File: config.mk
export PLATFORM = sky130hd
export DESIGN_NAME = fetch_queue
export DESIGN_NICKNAME = d
export VERILOG_FILES = /design/src/rtl/fetch_queue_pkg.sv /design/src/rtl/fetch_queue_fifo.sv /design/src/rtl/fetch_queue.sv
export SDC_FILE = /design/constraint.sdc
export NUM_CORES = 1
export LEC_CHECK = 0
export ABC_AREA = 1
export CORE_MARGIN = 2
export CORE_UTILIZATION = 35
export CTS_CLUSTER_SIZE = 30
export DETAILED_ROUTE_END_ITERATION = 16
export SLEW_MARGIN = 10
export SYNTH_ARGS = -nofsm -noshare
export SYNTH_HDL_FRONTEND = slang
export SYNTH_HIERARCHICAL = 1
export SYNTH_SLANG_ARGS = --single-unit
File: constraint.sdc
create_clock -name clk -period 6.6 [get_ports clk]
set_clock_uncertainty 0.15 [all_clocks]
set_input_delay 1.98 -clock clk [delete_from_list [all_inputs] [get_ports clk]]
set_output_delay 1.98 -clock clk [all_outputs]
set_load 0.02 [all_outputs]
File: src/rtl/fetch_queue_pkg.sv
// Shared constants and the queue entry layout for the instruction-fetch front end.
package fetch_queue_pkg;

  localparam int          INSTR_W = 32;
  localparam int          ADDR_W  = 32;
  localparam logic [31:0] PC_INC  = 32'd4;

  typedef struct packed {
    logic [INSTR_W-1:0] instr;
    logic [ADDR_W-1:0]  pcnext;
  } fetch_entry_t;

  function automatic logic [ADDR_W-1:0] align_pc(input logic [ADDR_W-1:0] addr);
    return {addr[ADDR_W-1:2], 2'b00};
  endfunction

endpackage

File: src/rtl/fetch_queue_fifo.sv
// fetch_fifo: DEPTH-entry synchronous FIFO of {instr, pcnext} with a one-cycle flush.
module fetch_fifo
  import fetch_queue_pkg::*;
#(
  parameter int DEPTH = 4,
  localparam int PTR_W = $clog2(DEPTH),
  localparam int CNT_W = PTR_W + 1
) (
  input  logic             clk,
  input  logic             rst,
  input  logic             push,
  input  logic             pop,
  input  logic             flush,
  input  fetch_entry_t     wr_data,
  output fetch_entry_t     head,
  output logic [CNT_W-1:0] count
);

  typedef logic [PTR_W-1:0] ptr_t;

  ptr_t         rd_ptr;
  ptr_t         wr_ptr;
  fetch_entry_t mem [DEPTH];

  assign head = mem[rd_ptr];

  // NOTE: storage is deliberately not reset; an entry is only visible once count covers it.
  always_ff @(posedge clk) begin
    if (push && !flush) mem[wr_ptr] <= wr_data;
  end

  // NOTE: non-blocking assignments keep every register update based on pre-edge values.
  always_ff @(posedge clk or posedge rst) begin
    if (rst) begin
      rd_ptr <= '0;
      wr_ptr <= '0;
      count  <= '0;
    end else if (flush) begin
      rd_ptr <= wr_ptr;
      count  <= '0;
    end else begin
      if (push) wr_ptr <= wr_ptr + ptr_t'(1);
      if (pop)  rd_ptr <= rd_ptr + ptr_t'(1);
      case ({push, pop})
        2'b10:   count <= count + CNT_W'(1);
        2'b01:   count <= count - CNT_W'(1);
        default: count <= count;
      endcase
    end
  end

endmodule

File: src/rtl/fetch_queue.sv
// Instruction-fetch front end: PC, single-outstanding imem reads, redirect flush, output queue.
// Define FETCH_BYPASS_EN to let a response reach the outputs in its arrival cycle when empty.
module fetch_queue
  import fetch_queue_pkg::*;
#(
  parameter int          DEPTH    = 4,
  parameter logic [31:0] RESET_PC = 32'h0,
  parameter logic [31:0] NOP_WORD = 32'h0
) (
  input  logic        clk,
  input  logic        rst,
  output logic        imem_req,
  output logic [31:0] imem_addr,
  input  logic        imem_valid,
  input  logic [31:0] imem_rdata,
  input  logic        redirect,
  input  logic [31:0] redirect_pc,
  input  logic        hold,
  output logic        out_valid,
  output logic [31:0] out_instr,
  output logic [31:0] out_pcnext
);

  localparam int              CNT_W   = $clog2(DEPTH) + 1;
  localparam logic [CNT_W-1:0] DEPTH_C = CNT_W'(DEPTH);

  logic [31:0]      pc;
  logic [31:0]      req_pc;
  logic             inflight;
  logic             drop;

  logic             push;
  logic             pop;
  logic             issue;
  logic             fifo_push;
  logic             fifo_pop;
  logic             fifo_empty;
  logic [CNT_W-1:0] fifo_count;
  logic [CNT_W-1:0] occ_next;
  fetch_entry_t     new_entry;
  fetch_entry_t     fifo_head;
  fetch_entry_t     head_sel;

  assign new_entry  = '{instr: imem_rdata, pcnext: req_pc + PC_INC};
  assign fifo_empty = (fifo_count == '0);

  // NOTE: every always_comb output gets a default first so no latch can be inferred.
  always_comb begin
    push      = imem_valid & inflight & ~drop & ~redirect;
    out_valid = ~fifo_empty;
    head_sel  = fifo_head;
    fifo_push = push;
`ifdef FETCH_BYPASS_EN
    if (fifo_empty && push) begin
      out_valid = 1'b1;
      head_sel  = new_entry;
      fifo_push = hold;
    end
`endif
    pop      = out_valid & ~hold & ~redirect;
    fifo_pop = pop & ~fifo_empty;
    occ_next = fifo_count + CNT_W'(push) - CNT_W'(pop);
    issue    = ~redirect & (~inflight | imem_valid) & (occ_next < DEPTH_C);
  end

  // Reset is asynchronous, so the request is masked combinationally while it is held.
  assign imem_req   = issue & ~rst;
  assign imem_addr  = pc;
  assign out_instr  = out_valid ? head_sel.instr  : NOP_WORD;
  assign out_pcnext = out_valid ? head_sel.pcnext : 32'h0;

  always_ff @(posedge clk or posedge rst) begin
    if (rst) begin
      pc       <= align_pc(RESET_PC);
      req_pc   <= align_pc(RESET_PC);
      inflight <= 1'b0;
      drop     <= 1'b0;
    end else if (redirect) begin
      pc       <= align_pc(redirect_pc);
      // A request still outstanding must have its eventual response thrown away.
      inflight <= inflight & ~imem_valid;
      drop     <= inflight & ~imem_valid;
    end else begin
      if (issue) begin
        pc       <= pc + PC_INC;
        req_pc   <= pc;
        inflight <= 1'b1;
      end else if (imem_valid) begin
        inflight <= 1'b0;
      end
      if (imem_valid && inflight) drop <= 1'b0;
    end
  end

  fetch_fifo #(.DEPTH(DEPTH)) u_fifo (
    .clk     (clk),
    .rst     (rst),
    .push    (fifo_push),
    .pop     (fifo_pop),
    .flush   (redirect),
    .wr_data (new_entry),
    .head    (fifo_head),
    .count   (fifo_count)
  );

endmodule

Word-level counts from Yosys, hierarchy flattened

Memories as Yosys holds them, arrays and structs flattened.
Cells that the tools add are included.

Logic and storage cells: 63
Memories: 1
RAM bits: 256
Bits in registers: 73
Bits of input ports: 69
Output and inout bits: 98

Muxes and demuxes: 15
Add/sub/neg operators: 8
Equality and inequality tests: 2
$lt $le $gt $ge: 1
Reductions and logical operators: 11
Bitwise operators: 18

Memory list:

| name       | words | width | read ports | clocked after Yosys merged registers in | write ports | RTL line               | source |
|---|---|---|---|---|---|---|---|
| u_fifo.mem | 4     | 64    | 1          | 0                                       | 1           | fetch_queue_fifo.sv:23 | `fetch_entry_t mem [DEPTH];` |

Operators with widths:

| operator                | count |
|---|---|
| $mux W32                | 4 |
| $add A32 B3 Y32 const B | 2 |
| $and A1 B1 Y1           | 10 |
| $mux W1                 | 7 |
| $not A1 Y1              | 7 |
| $pmux W3 S2             | 1 |
| $reduce_bool A2 Y1      | 3 |
| $reduce_bool A3 Y1      | 2 |
| $add A2 B1 Y2 const B   | 2 |
| $mux W2                 | 2 |
| $reduce_and A2 Y1       | 2 |
| $add A3 B1 Y3           | 1 |
| $add A3 B1 Y3 const B   | 1 |
| $logic_not A3 Y1        | 1 |
| $lt A3 B3 Y1 const B    | 1 |
| $mux W3                 | 1 |
| $sub A3 B1 Y3           | 1 |
| $sub A3 B1 Y3 const B   | 1 |
| $eq A2 B1 Y1 const B    | 1 |
| $eq A2 B2 Y1 const B    | 1 |
| $logic_and A1 B1 Y1     | 2 |
| $logic_not A1 Y1        | 1 |
| $or A1 B1 Y1            | 1 |

Longest topological paths before layout

Gate-level depths: netlist of run 1.

Depth in word-level cells: 9
Mapped depth: 16
Depth with buffers taken out: 14

Hierarchy

Netlist of run 1, hierarchy kept.

By module, submodules not included:

| module      | area each (um^2) | seq. area each (um^2) | cells each | instances |
|---|---|---|---|---|
| fetch_fifo  | 9,927.0          | 7,862.5               | 680        | 1 |
| fetch_queue | 4,958.5          | 1,551.5               | 813        | 1 |

Worst setup path before layout of run 1

No wires, ideal clock.

Path type: input port to flip-flop
Start: input redirect
End: memory u_fifo/mem[0][0] (netlist bit) (enable)
Stages on the path: 5
Buffers on the path: 2
Library setup time: 487 ps
Required time: 5,963 ps
Arrival time: 5,502 ps
Path slack: 461 ps
Path through: buf_2 -> buf_1 -> nor3_1 -> nand2_1 -> nor2_1

Longest elaborated chain between the ends: 5
Elaborated cells on any way between the ends: 6
Classes of those cells: mux (2); bitwise (2); reduce/logical (2)

RTL lines:

| element                       | RTL line               | source |
|---|---|---|
| start: declaration            | fetch_queue.sv:16      | `input logic redirect,` |
| $not A1 Y1 (no line)          | n/a                    |  |
| $and A1 B1 Y1                 | fetch_queue.sv:49      | `push = imem_valid & inflight & ~drop & ~redirect;` |
| via fifo_push                 | fetch_queue.sv:35      | `logic fifo_push;` |
| $logic_and A1 B1 Y1           | fetch_queue_fifo.sv:29 | `if (push && !flush) mem[wr_ptr] <= wr_data;` |
| $mux W1                       | fetch_queue_fifo.sv:29 |  |
| $mux W1 (implied by the code) | fetch_queue_fifo.sv:29 |  |
| end: declaration              | fetch_queue_fifo.sv:23 |  |

The timed path passes the listed nets, and every way through them passes these cells.

Worst setup path after layout of run 1

Start: input redirect
End: output imem_req

Longest elaborated chain between the ends: 7
Elaborated cells on any way between the ends: 9
Classes of those cells: add/sub (2); order compare (1); bitwise (6)

RTL lines:

| element                | RTL line          | source |
|---|---|---|
| $not A1 Y1 (no line) * | n/a               |  |
| $and A1 B1 Y1          | fetch_queue.sv:49 |  |
| $add A3 B1 Y3          | fetch_queue.sv:62 | `occ_next = fifo_count + CNT_W'(push) - CNT_W'(pop);` |
| $sub A3 B1 Y3          | fetch_queue.sv:62 |  |
| $lt A3 B3 Y1           | fetch_queue.sv:63 | `issue = ~redirect & (~inflight \| imem_valid) & (occ_next < DEPTH_C);` |
| $and A1 B1 Y1 *        | fetch_queue.sv:63 |  |
| $and A1 B1 Y1 *        | fetch_queue.sv:67 | `assign imem_req = issue & ~rst;` |
| end: declaration       | fetch_queue.sv:12 | `output logic imem_req,` |

Every way passes the cells marked *; elsewhere a longest branch is shown, timed or not.

==> summary.md, run 1 <==
| Metric | Value |
|---|---|
| Die area | `44,200 sq um` |
| ANT nets after route | `0` |
| Synth top cells by count | `nor2_1, nand2_1, edfxtp_1, inv_1, o21ai_0` |
| Critical path type | `in -> out` |
| Port buffer count | `162` |
| Routed wire per std cell | `16.83 um` |
| VDD IR max | `240.2 uV` |
| Power per cell area | `442.6 nW/um^2` |
| Remaining DRCs | `0` |
| Total iterations of the first detailed-routing run | `5` |
| P&R area growth vs syn | `21.78%` |
| Core ar. | `41,950 sq um` |
| First-pass GRT wire length | `58,250 um` |
| EDFF count, synth | `256` |
| Io pins | `roughly 170` |
| Register area share after synthesis | `0.6324` |
| GRT Total Usage | `0.1676` |
| CP Max Fanout | `3` |
| Hold Fails Final Rpt | `0` |
| Fin. max-slew vios | `0` |
| CTS Root Buffer Type | `clkbuf_16` |
| Fmax | `0.1580 GHz` |
| Avg Cell Area, Syn | `9.970 sq um` |
| CTS buffer count | `37` |
| 1st-iter DRT viols | `655` |
| Netlist Area Pre-Place | `14,890 sq um` |
| Switching part of the total | `0.3926` |
| Site Rows | `75` |
| Critical path arrival | `4.20 ns` |
| Post-CTS Resized | `0` |
| GRT overflow | `0` |
| Synth unique cells | `35` |
| Worst skew pair latency | `0.52 ns` |
| Chip width | `210.2 um` |
| Synth area leaders | `edfxtp_1, dfrtp_1, nor2_1, nand2_1, inv_1` |
| CTS tree | `yes` |
| Critical Path End Type | `output pin` |
| ANT cells | `0` |
| Worst Max-Slew Pin Slew | `a little over 1 ns` |
| Vias in the first global route | `roughly 10k` |
| Req. time, crit path | `roughly 4.5 ns` |
| Die height | `210.2 um` |
| Top FF cell, synth | `edfxtp_1` |
| Final core utilization | `0.4322` |
| Type of origin of the critical path | `primary input` |
| Worst min path class | `reg -> reg` |
| Reg power frac | `0.367` |
| Combinational Power Share | `0.392` |
| Share of layout cells above drive strength 1 | `0.05672` |
| Initial antenna violation count | `0` |
| Synth warn | `6` |
| Reg2reg setup slack | `3.42 ns` |
| Inst Count DP | `roughly 2.1k` |
| Synthesized flop and latch total | `approximately 330` |
| Synth Instances | `1,493` |
| Largest net degree at the start of global routing | `85` |
| DR vias/cell | `between 4 and 5` |
| Initial Util | `0.3549` |
| Ys async rst share | `0.2123` |
| Non-Filler Instances | `around 2.2k` |
| Sw power | `0.003150 W` |
| Hold Slack | `0.3917 ns` |
| Final setup viols | `0` |
| Unrepaired setup endpoints after global routing | `false` |
| Status | `finished, final reports clean` |
| Yosys top cell by area | `edfxtp_1` |
| Final period utilization | `0.9592` |
| H-tree depth | `2` |
| Pint | `0.004873 W` |
| Clock share of power | `0.241` |
| Period minus WS final | `6.331 ns` |
| RD Place Congestion | `0.9587` |
| CTS Sinks | `325` |
| DP HPWL | `around 24,000 um` |
| Hold_buf cts | `0` |
| Top-area cell type share of the netlist area | `0.5164` |
| Slew HR | `0.3215` |
| Setup TNS | `0 ns` |
| Leak pwr | `6.832 nW` |
| Final net count | `1,725` |
| Postcts setup bufs | `0` |
| Bufs on Longest Clock Path | `3` |
| Count leader, synth | `nor2_1` |
| Clock transition at path regs | `0.06 ns` |
| Via Count | `10.80k` |
| Filler cells | `roughly 4.0k` |
| Final wirelength | `37,250 um` |
| Max_cap viols | `0` |
==> metal layers <==
layer | GRT usage | share of wire
met5 | 0 | 0
met4 | 0.04744 | 0.024
met3 | 0.02950 | 0.052
met2 | 0.2670 | 0.46
met1 | 0.2359 | 0.47
==> through the flow <==
step                power (W)  setup WS (ns)  cell area (sq um)
floorplan            0.004881         0.4610              14920
global placement     0.006112         0.2681              16970
detailed placement   0.006149         0.2418              16970
CTS                  0.008115         0.2400              18130
global route         0.008545        0.09767              18130
finish               0.008023         0.2694              18130
==> layout make-up <==
class,count,area [sq um],share of cell area
clock inverter,19,150.1,0.008283
clock buffer,48,1008,0.05563
timing repair buffer,176,1777,0.09801
tap,539,674.4,0.03720
inverter,145,546.8,0.03016
sequential,325,9419,0.5196
multi-input combinational,962,4552,0.2511
==> worst max-delay path: stages <==
cell and delay [ns]:
clkdlybuf4s50_1 0.43, nor3_1 0.20, ha_1 0.17, inv_1 0.04, ha_1 0.25, inv_1 0.03
nor2_1 0.07, nand3_1 0.12, nand3_2 0.10, nand3_2 0.09, nor2_1 0.10, clkdlybuf4s50_1 0.61
==> power groups by stage <==
stage,clock [W],combinational [W],sequential [W]
floorplan,0,0.00196,0.00292
global placement,0,0.00313,0.00298
detailed placement,0,0.00317,0.00298
CTS,0.00199,0.00318,0.00294
global route,0.00208,0.00348,0.00299
finish,0.00193,0.00314,0.00295
==> cell families after synthesis <==
family	after synthesis	share of synthesized area
xor gates and xnor gates	28	0.01698
other	1	0.0002519
and+or+nand+nor	674	0.1893
DFF	325	0.6324
adders and majority gates	9	0.008070
AOI/OAI and AO/OA	241	0.08658
buffers and inverters	215	0.06640
==> registers in the layout, indices dropped and copies added (netlist names) <==
name and cells:
u_fifo/rd_ptr 2, u_fifo/mem 256, req_pc 30, drop 1
u_fifo/count 3, inflight 1, imem_addr 30, u_fifo/wr_ptr 2
==> worst paths after layout <==
path,from,to,cells after the start
min in group asynchronous,rst,u_fifo/count[0]$_DFFE_PP0P_,2
max in group asynchronous,rst,req_pc[21]$_DFFE_PP0P_,3
worst min-delay path,req_pc[5]$_DFFE_PP0P_,req_pc[5]$_DFFE_PP0P_,2
worst max register to register,u_fifo/count[1]$_DFFE_PP0P_,imem_addr[2]$_DFFE_PP0P_,15
worst min register to register,req_pc[5]$_DFFE_PP0P_,req_pc[5]$_DFFE_PP0P_,2
worst max-delay path,redirect,imem_req,12
==> cell usage in the layout, fill, tap and decap left out, types with 12 or more instances in the layout <==
master	count
clkbuf_16	38
clkdlybuf4s50_1	162
dfrtp_1	67
edfxtp_1	256
inv_1	141
nand2_1	258
nand3_1	98
nand4_1	13
nor2_1	263
nor3_1	16
o21ai_0	106
o21ai_1	66
o22ai_1	64
xnor2_1	12
xor2_1	15
Note: power is estimated with default switching activity, not from simulation.
==> run 2, diff against run 1 <==
CORE_MARGIN = 5   (was 2)
clock period = 8 ns   (was 6.6 ns; I/O delays follow)
==> run 2 against run 1 <==
  * Clock-buffer cell count is 8 lower
  * Die area rose by 5.8%
  * Cell count down 0.14%
  * Highest routed layer unchanged
==> summary.md, run 2 (synthesis results as in run 1) <==
| Metric | Value |
|---|---|
| GRT Total Usage | `0.1562` |
| Hold path depth | `2` |
| Final period utilization | `0.9019` |
| Status | `finished, final reports clean` |
| 1st-iter DRT viols | `680` |
| DP Area | `16,920 sq um` |
| Hold_buf cts | `0` |
| Chip width | `216.2 um` |
| Most common cell after layout, fill and taps aside | `nor2_1` |
| Final Instance Area | `around 18,000 sq um` |
| Req. time, crit path | `5.45 ns` |
| Critical path arrival | `4.67 ns` |
| Met1 wire length | `17,150 um` |
| Worst Max-Slew Pin Slew | `1.049 ns` |
| Share of layout cells above drive strength 1 | `0.05502` |
| Largest net degree at the start of global routing | `approximately 100` |
| CTS tree | `yes` |
| Unrepaired setup endpoints after global routing | `false` |
| DR vias/cell | `~5` |
| Initial antenna violation count | `0` |
| Fmax | `0.1386 GHz` |
| Type of origin of the critical path | `primary input` |
| ANT nets after route | `0` |
| Hold Startpoint | `req_pc[31]$_DFFE_PP0P_` |
| CTS Sinks | `325` |
| R2R Path End | `imem_addr[5]$_DFFE_PP0P_` |
| Leak pwr | `roughly 7 nW` |
| Final net count | `1,724` |
| Critical-path cell list | `clkdlybuf4s50_1, nor3_1, ha_1, inv_1, ha_1, inv_1, nor2_1, nand3_1, nand3_2, nand3_2, nor2_1, clkdlybuf4s50_1` |
| Max_cap viols | `0` |
| First-pass GRT wire length | `58,800 um` |
| Initial Util | `0.3541` |
| Final setup viols | `0` |
| DR WL met2 | `17,260 um` |
| H-tree depth | `2` |
| Core ar. | `around 42,000 sq um` |
| DP HPWL | `23,550 um` |
| Fin. max-slew vios | `0` |
| Vias in the first global route | `10.66k` |
| Worst min path class | `reg -> reg` |
| CP max stage cell | `clkdlybuf4s50_1` |
| Post-CTS Resized | `0` |
| Detailed-routed wire length on met3 | `1877 um` |
| Bufs on Longest Clock Path | `3` |
| CP Max Fanout | `3` |
| Port buffer count | `about 160` |
| Hold Fails Final Rpt | `0` |
| VDD IR max | `149.5 uV` |
| Postcts setup bufs | `0` |
| Most frequent cells in the layout | `nor2_1, nand2_1, edfxtp_1, clkdlybuf4s50_1, inv_1` |
| ANT cells | `0` |
| Filler cells | `between 4k and 5k` |
| Total iterations of the first detailed-routing run | `5` |
| GRT overflow | `0` |
| P&R area growth vs syn | `21.18%` |
| CTS Root Buffer Type | `clkbuf_16` |
| RD Place Congestion | `0.9100` |
| Slew HR | `0.3004` |
| Largest register FFs | `approximately 260` |
| CP peak stage delay | `0.61 ns` |
| Via Count | `10.87k` |
| Die area | `46,760 sq um` |
| Final wirelength | `37,380 um` |
| CTS buffer count | `36` |
| Site Rows | `75` |
| Power per cell area | `364.8 nW/um^2` |
| Routed wire per std cell | `16.91 um` |
| Io pins | `around 170` |
| Highest routed layer | `met4` |
| Critical Path End Type | `output pin` |
| Most flops, register | `u_fifo/mem` |
| Worst skew pair latency | `between 0.5 and 0.6 ns` |
| Remaining DRCs | `0` |
| Setup TNS | `0 ns` |
| Period minus WS final | `7.215 ns` |
| Critical path type | `in -> out` |
| Die height | `216.2 um` |
| Worst reg2reg path startpoint | `u_fifo/count[1]$_DFFE_PP0P_` |
| Clock transition at path regs | `0.05 ns` |
| Worst reg2reg path depth | `14` |
| Reg2reg setup slack | `~4.8 ns` |
| Hold Path Sink | `req_pc[31]$_DFFE_PP0P_` |
run 2: per-layer routing:
metal  track usage  up-vias
met4       0.04940        0
met3       0.02610       64
met5             0        -
li1              -     5359
met1        0.2142     5172
met2        0.2557      270
run 2: worst max-delay path by stage:
stage,slack [ns],to,from,depth (start not counted)
floorplan,1.21,imem_req,redirect,13
global placement,0.79,imem_req,redirect,12
detailed placement,0.75,imem_req,redirect,12
CTS,0.75,imem_req,redirect,12
global route,0.55,imem_req,redirect,12
finish,0.78,imem_req,redirect,12
run 2: worst max-delay path: cells and delay by family:
| kind | cells | cell delay [ns] |
|---|---|---|
| AND/OR/NAND/NOR | 6 | 0.71 |
| buffers and inverters | 4 | 1.11 |
| adder cells (fa/ha/maj) | 2 | 0.44 |
run 2: area by class of cell:
cell class / count / area (sq um) / area share
clock buffers: 40 / 915.9 / 0.05077
clock inverters: 24 / 203.9 / 0.01131
inverters: 145 / 546.8 / 0.03031
multi-input cells: 962 / 4552 / 0.2523
flip-flops and latches: 325 / 9419 / 0.5222
well taps: 539 / 674.4 / 0.03739
repair buffers: 176 / 1727 / 0.09572
run 2: where the power goes:
group,total [W],switching (W),internal [W],leakage [nW]
sequential,0.00240,0.000288,0.00211,3.16
clock,0.00156,0.000639,0.000922,0.539
combinational,0.00262,0.00164,0.000980,3.11
run 2: per-stage QoR:
stage          power (W)  utilization  setup WS (ns)  hold slack, ns  instances
4_1_cts         0.006670       0.4291         0.7467          0.3974       2211
3_3_place_gp    0.005039       0.4024         0.7908          0.3824       2147
5_1_grt         0.007021       0.4291         0.5510          0.4336       2211
2_1_floorplan   0.004026            -          1.207          0.3292       1502
6_report        0.006581       0.4291         0.7849          0.4037       2211
3_5_place_dp    0.005075       0.4024         0.7489          0.3842       2147
==> run 3, diff against run 2 <==
==> constraint.sdc (replaced) <==
create_clock -name clk -period 8 [get_ports clk]
set_clock_uncertainty 0.15 [all_clocks]
set_input_delay 1.2 -clock clk [delete_from_list [all_inputs] [get_ports clk]]
set_output_delay 1.2 -clock clk [all_outputs]
set_load 0.02 [all_outputs]
==> run 3 against run 2 <==
  * Critical path type is now reg -> out
  * Via count about the same
  * Cell count about the same
  * Largest cell class unchanged
  * Sequential power about the same
  * Wire length increased by 0.40%
  * Core utilization increased by 0.057 points
  * Power increased by 0.32%
  * Clock power about the same
  * Highest routed layer is now met5
  * Largest power group unchanged
  * Critical endpoint is now out_pcnext[0]
  * Worst hold slack got worse by 0.0094 ns
==> summary.md, run 3 (synthesis results as in run 1) <==
| Metric | Value |
|---|---|
| Status | `finished, final reports clean` |
| CTS buffer count | `37` |
| Non-Filler Instances | `2,213` |
| Final Instance Area | `approximately 18,000 sq um` |
| Worst reg2reg path startpoint | `u_fifo/count[1]$_DFFE_PP0P_` |
| Chip width | `216.2 um` |
| Final net count | `1,724` |
| Via Count | `10.88k` |
| Final setup viols | `0` |
| Core ar. | `42,040 sq um` |
| Critical path arrival | `3.82 ns` |
| Final period utilization | `0.6458` |
| CTS tree | `yes` |
| DR vias/cell | `roughly 4.9` |
| Req. time, crit path | `6.65 ns` |
| Crit path to | `out_pcnext[0]` |
| CP Max Fanout | `70` |
| Hold_buf cts | `0` |
| Port buffer count | `162` |
| First-pass GRT wire length | `59,290 um` |
| Final wirelength | `between 30,000 and 40,000 um` |
| RD Place Congestion | `0.9039` |
| ANT cells | `0` |
| Fmax | `0.1935 GHz` |
| Worst Max-Slew Pin Slew | `1.196 ns` |
| VDD IR max | `174.7 uV` |
| Postcts setup bufs | `0` |
| DP HPWL | `23,880 um` |
| Die area | `roughly 47,000 sq um` |
| Remaining DRCs | `0` |
| Worst Setup SP | `u_fifo/rd_ptr[0]$_DFFE_PP0P_` |
| GRT Total Usage | `0.1578` |
| Type of origin of the critical path | `register` |
| Largest net degree at the start of global routing | `89` |
| Most frequent cells in the layout | `nor2_1, nand2_1, edfxtp_1, clkdlybuf4s50_1, inv_1` |
| R2R Path End | `imem_addr[11]$_DFFE_PP0P_` |
| Largest register FFs | `256` |
| Io pins | `167` |
| 1st-iter DRT viols | `635` |
| Setup TNS | `0 ns` |
| CTS Sinks | `~330` |
| Unrepaired setup endpoints after global routing | `false` |
| Initial antenna violation count | `1` |
| Die height | `216.2 um` |
| Share of layout cells above drive strength 1 | `0.05675` |
| P&R area growth vs syn | `21.34%` |
| Routed wire per std cell | `approximately 17 um` |
| Site Rows | `75` |
| Power per cell area | `365.5 nW/um^2` |
| Leak pwr | `slightly below 7 nW` |
| Clock transition at path regs | `0.06 ns` |
| H-tree depth | `2` |
| Most common cell after layout, fill and taps aside | `nor2_1` |
| Critical path type | `reg -> out` |
| ANT nets after route | `0` |
| Worst min path class | `reg -> reg` |
| Max_cap viols | `0` |
| Most flops, register | `u_fifo/mem` |
| Initial Util | `0.3541` |
| GRT overflow | `0` |
| Critical Path End Type | `output pin` |
| Hold Startpoint | `req_pc[31]$_DFFE_PP0P_` |
| Slew HR | `0.2006` |
| Worst skew pair latency | `0.53 ns` |
| Period minus WS final | `5.167 ns` |
| Hold Fails Final Rpt | `0` |
| Bufs on Longest Clock Path | `3` |
| DP Area | `about 17,000 sq um` |
| Fin. max-slew vios | `0` |
| Vias in the first global route | `10.76k` |
| Total iterations of the first detailed-routing run | `4` |
| Reg2reg setup slack | `between 4 and 5 ns` |
| Post-CTS Resized | `0` |
| Inst Count DP | `2,146` |
| Worst reg2reg path depth | `15` |
| CTS Root Buffer Type | `clkbuf_16` |
[run 3: cell count changes in the layout (fill, tap and decap cells not counted), moves of 2 or more]
| cell | previous run | this run |
|---|---|---|
| clkbuf_8 | 0 | 2 |
| clkinv_2 | 5 | 9 |
| clkinvlp_4 | 3 | 0 |
| clkbuf_16 | 36 | 38 |
| clkbuf_1 | 4 | 7 |
| clkinv_1 | 11 | 7 |
| bufinv_16 | 3 | 1 |
[run 3: worst min path at each step]
stage / end / slack [ns] / depth (start not counted)
global route: req_pc[5]$_DFFE_PP0P_ / 0.43 / 2
finish: req_pc[31]$_DFFE_PP0P_ / 0.39 / 2
global placement: req_pc[29]$_DFFE_PP0P_ / 0.38 / 2
detailed placement: req_pc[31]$_DFFE_PP0P_ / 0.39 / 2
floorplan: req_pc[31]$_DFFE_PP0P_ / 0.33 / 2
CTS: req_pc[31]$_DFFE_PP0P_ / 0.40 / 2
[run 3: power by group]
part	internal (W)	switching (W)
registers	0.00211	0.000294
logic	0.000978	0.00164
clock network	0.000927	0.000660
total	0.00401	0.00259
[run 3: cell type report]
class	instances	area (sq um)
multi-input combinational	962	4552
sequential	325	9419
inverter	145	546.8
tap	539	674.4
timing repair buffer	175	1719
clock inverter	20	146.4
fill	4025	23980
clock buffer	47	1005
[run 3: metal layers]
layer	routed length, um	track usage	vias up
li1	-	-	5358
met1	17030	0.2153	5180
met4	1184	0.05745	2
met5	11	0	-
met3	1843	0.02847	71
met2	17460	0.2542	264
[run 3: per-stage QoR]
step | hold slack [ns] | utilization | total power, W | setup WS (ns)
2_1_floorplan | 0.3292 | - | 0.004026 | 2.641
3_3_place_gp | 0.3838 | 0.4023 | 0.005037 | 2.864
6_report | 0.3943 | 0.4296 | 0.006602 | 2.833
3_5_place_dp | 0.3887 | 0.4023 | 0.005076 | 2.846
4_1_cts | 0.4025 | 0.4296 | 0.006692 | 2.788
5_1_grt | 0.4310 | 0.4296 | 0.007048 | 2.651
[run 3: critical path, cell delays in order, from the launching register on]
cell	delay, ns
dfrtp_4	0.67
inv_4	0.62
buf_4	0.69
o21ai_0	0.21
o22ai_1	0.16
inv_1	0.05
nor2_1	0.15
clkdlybuf4s50_1	0.64
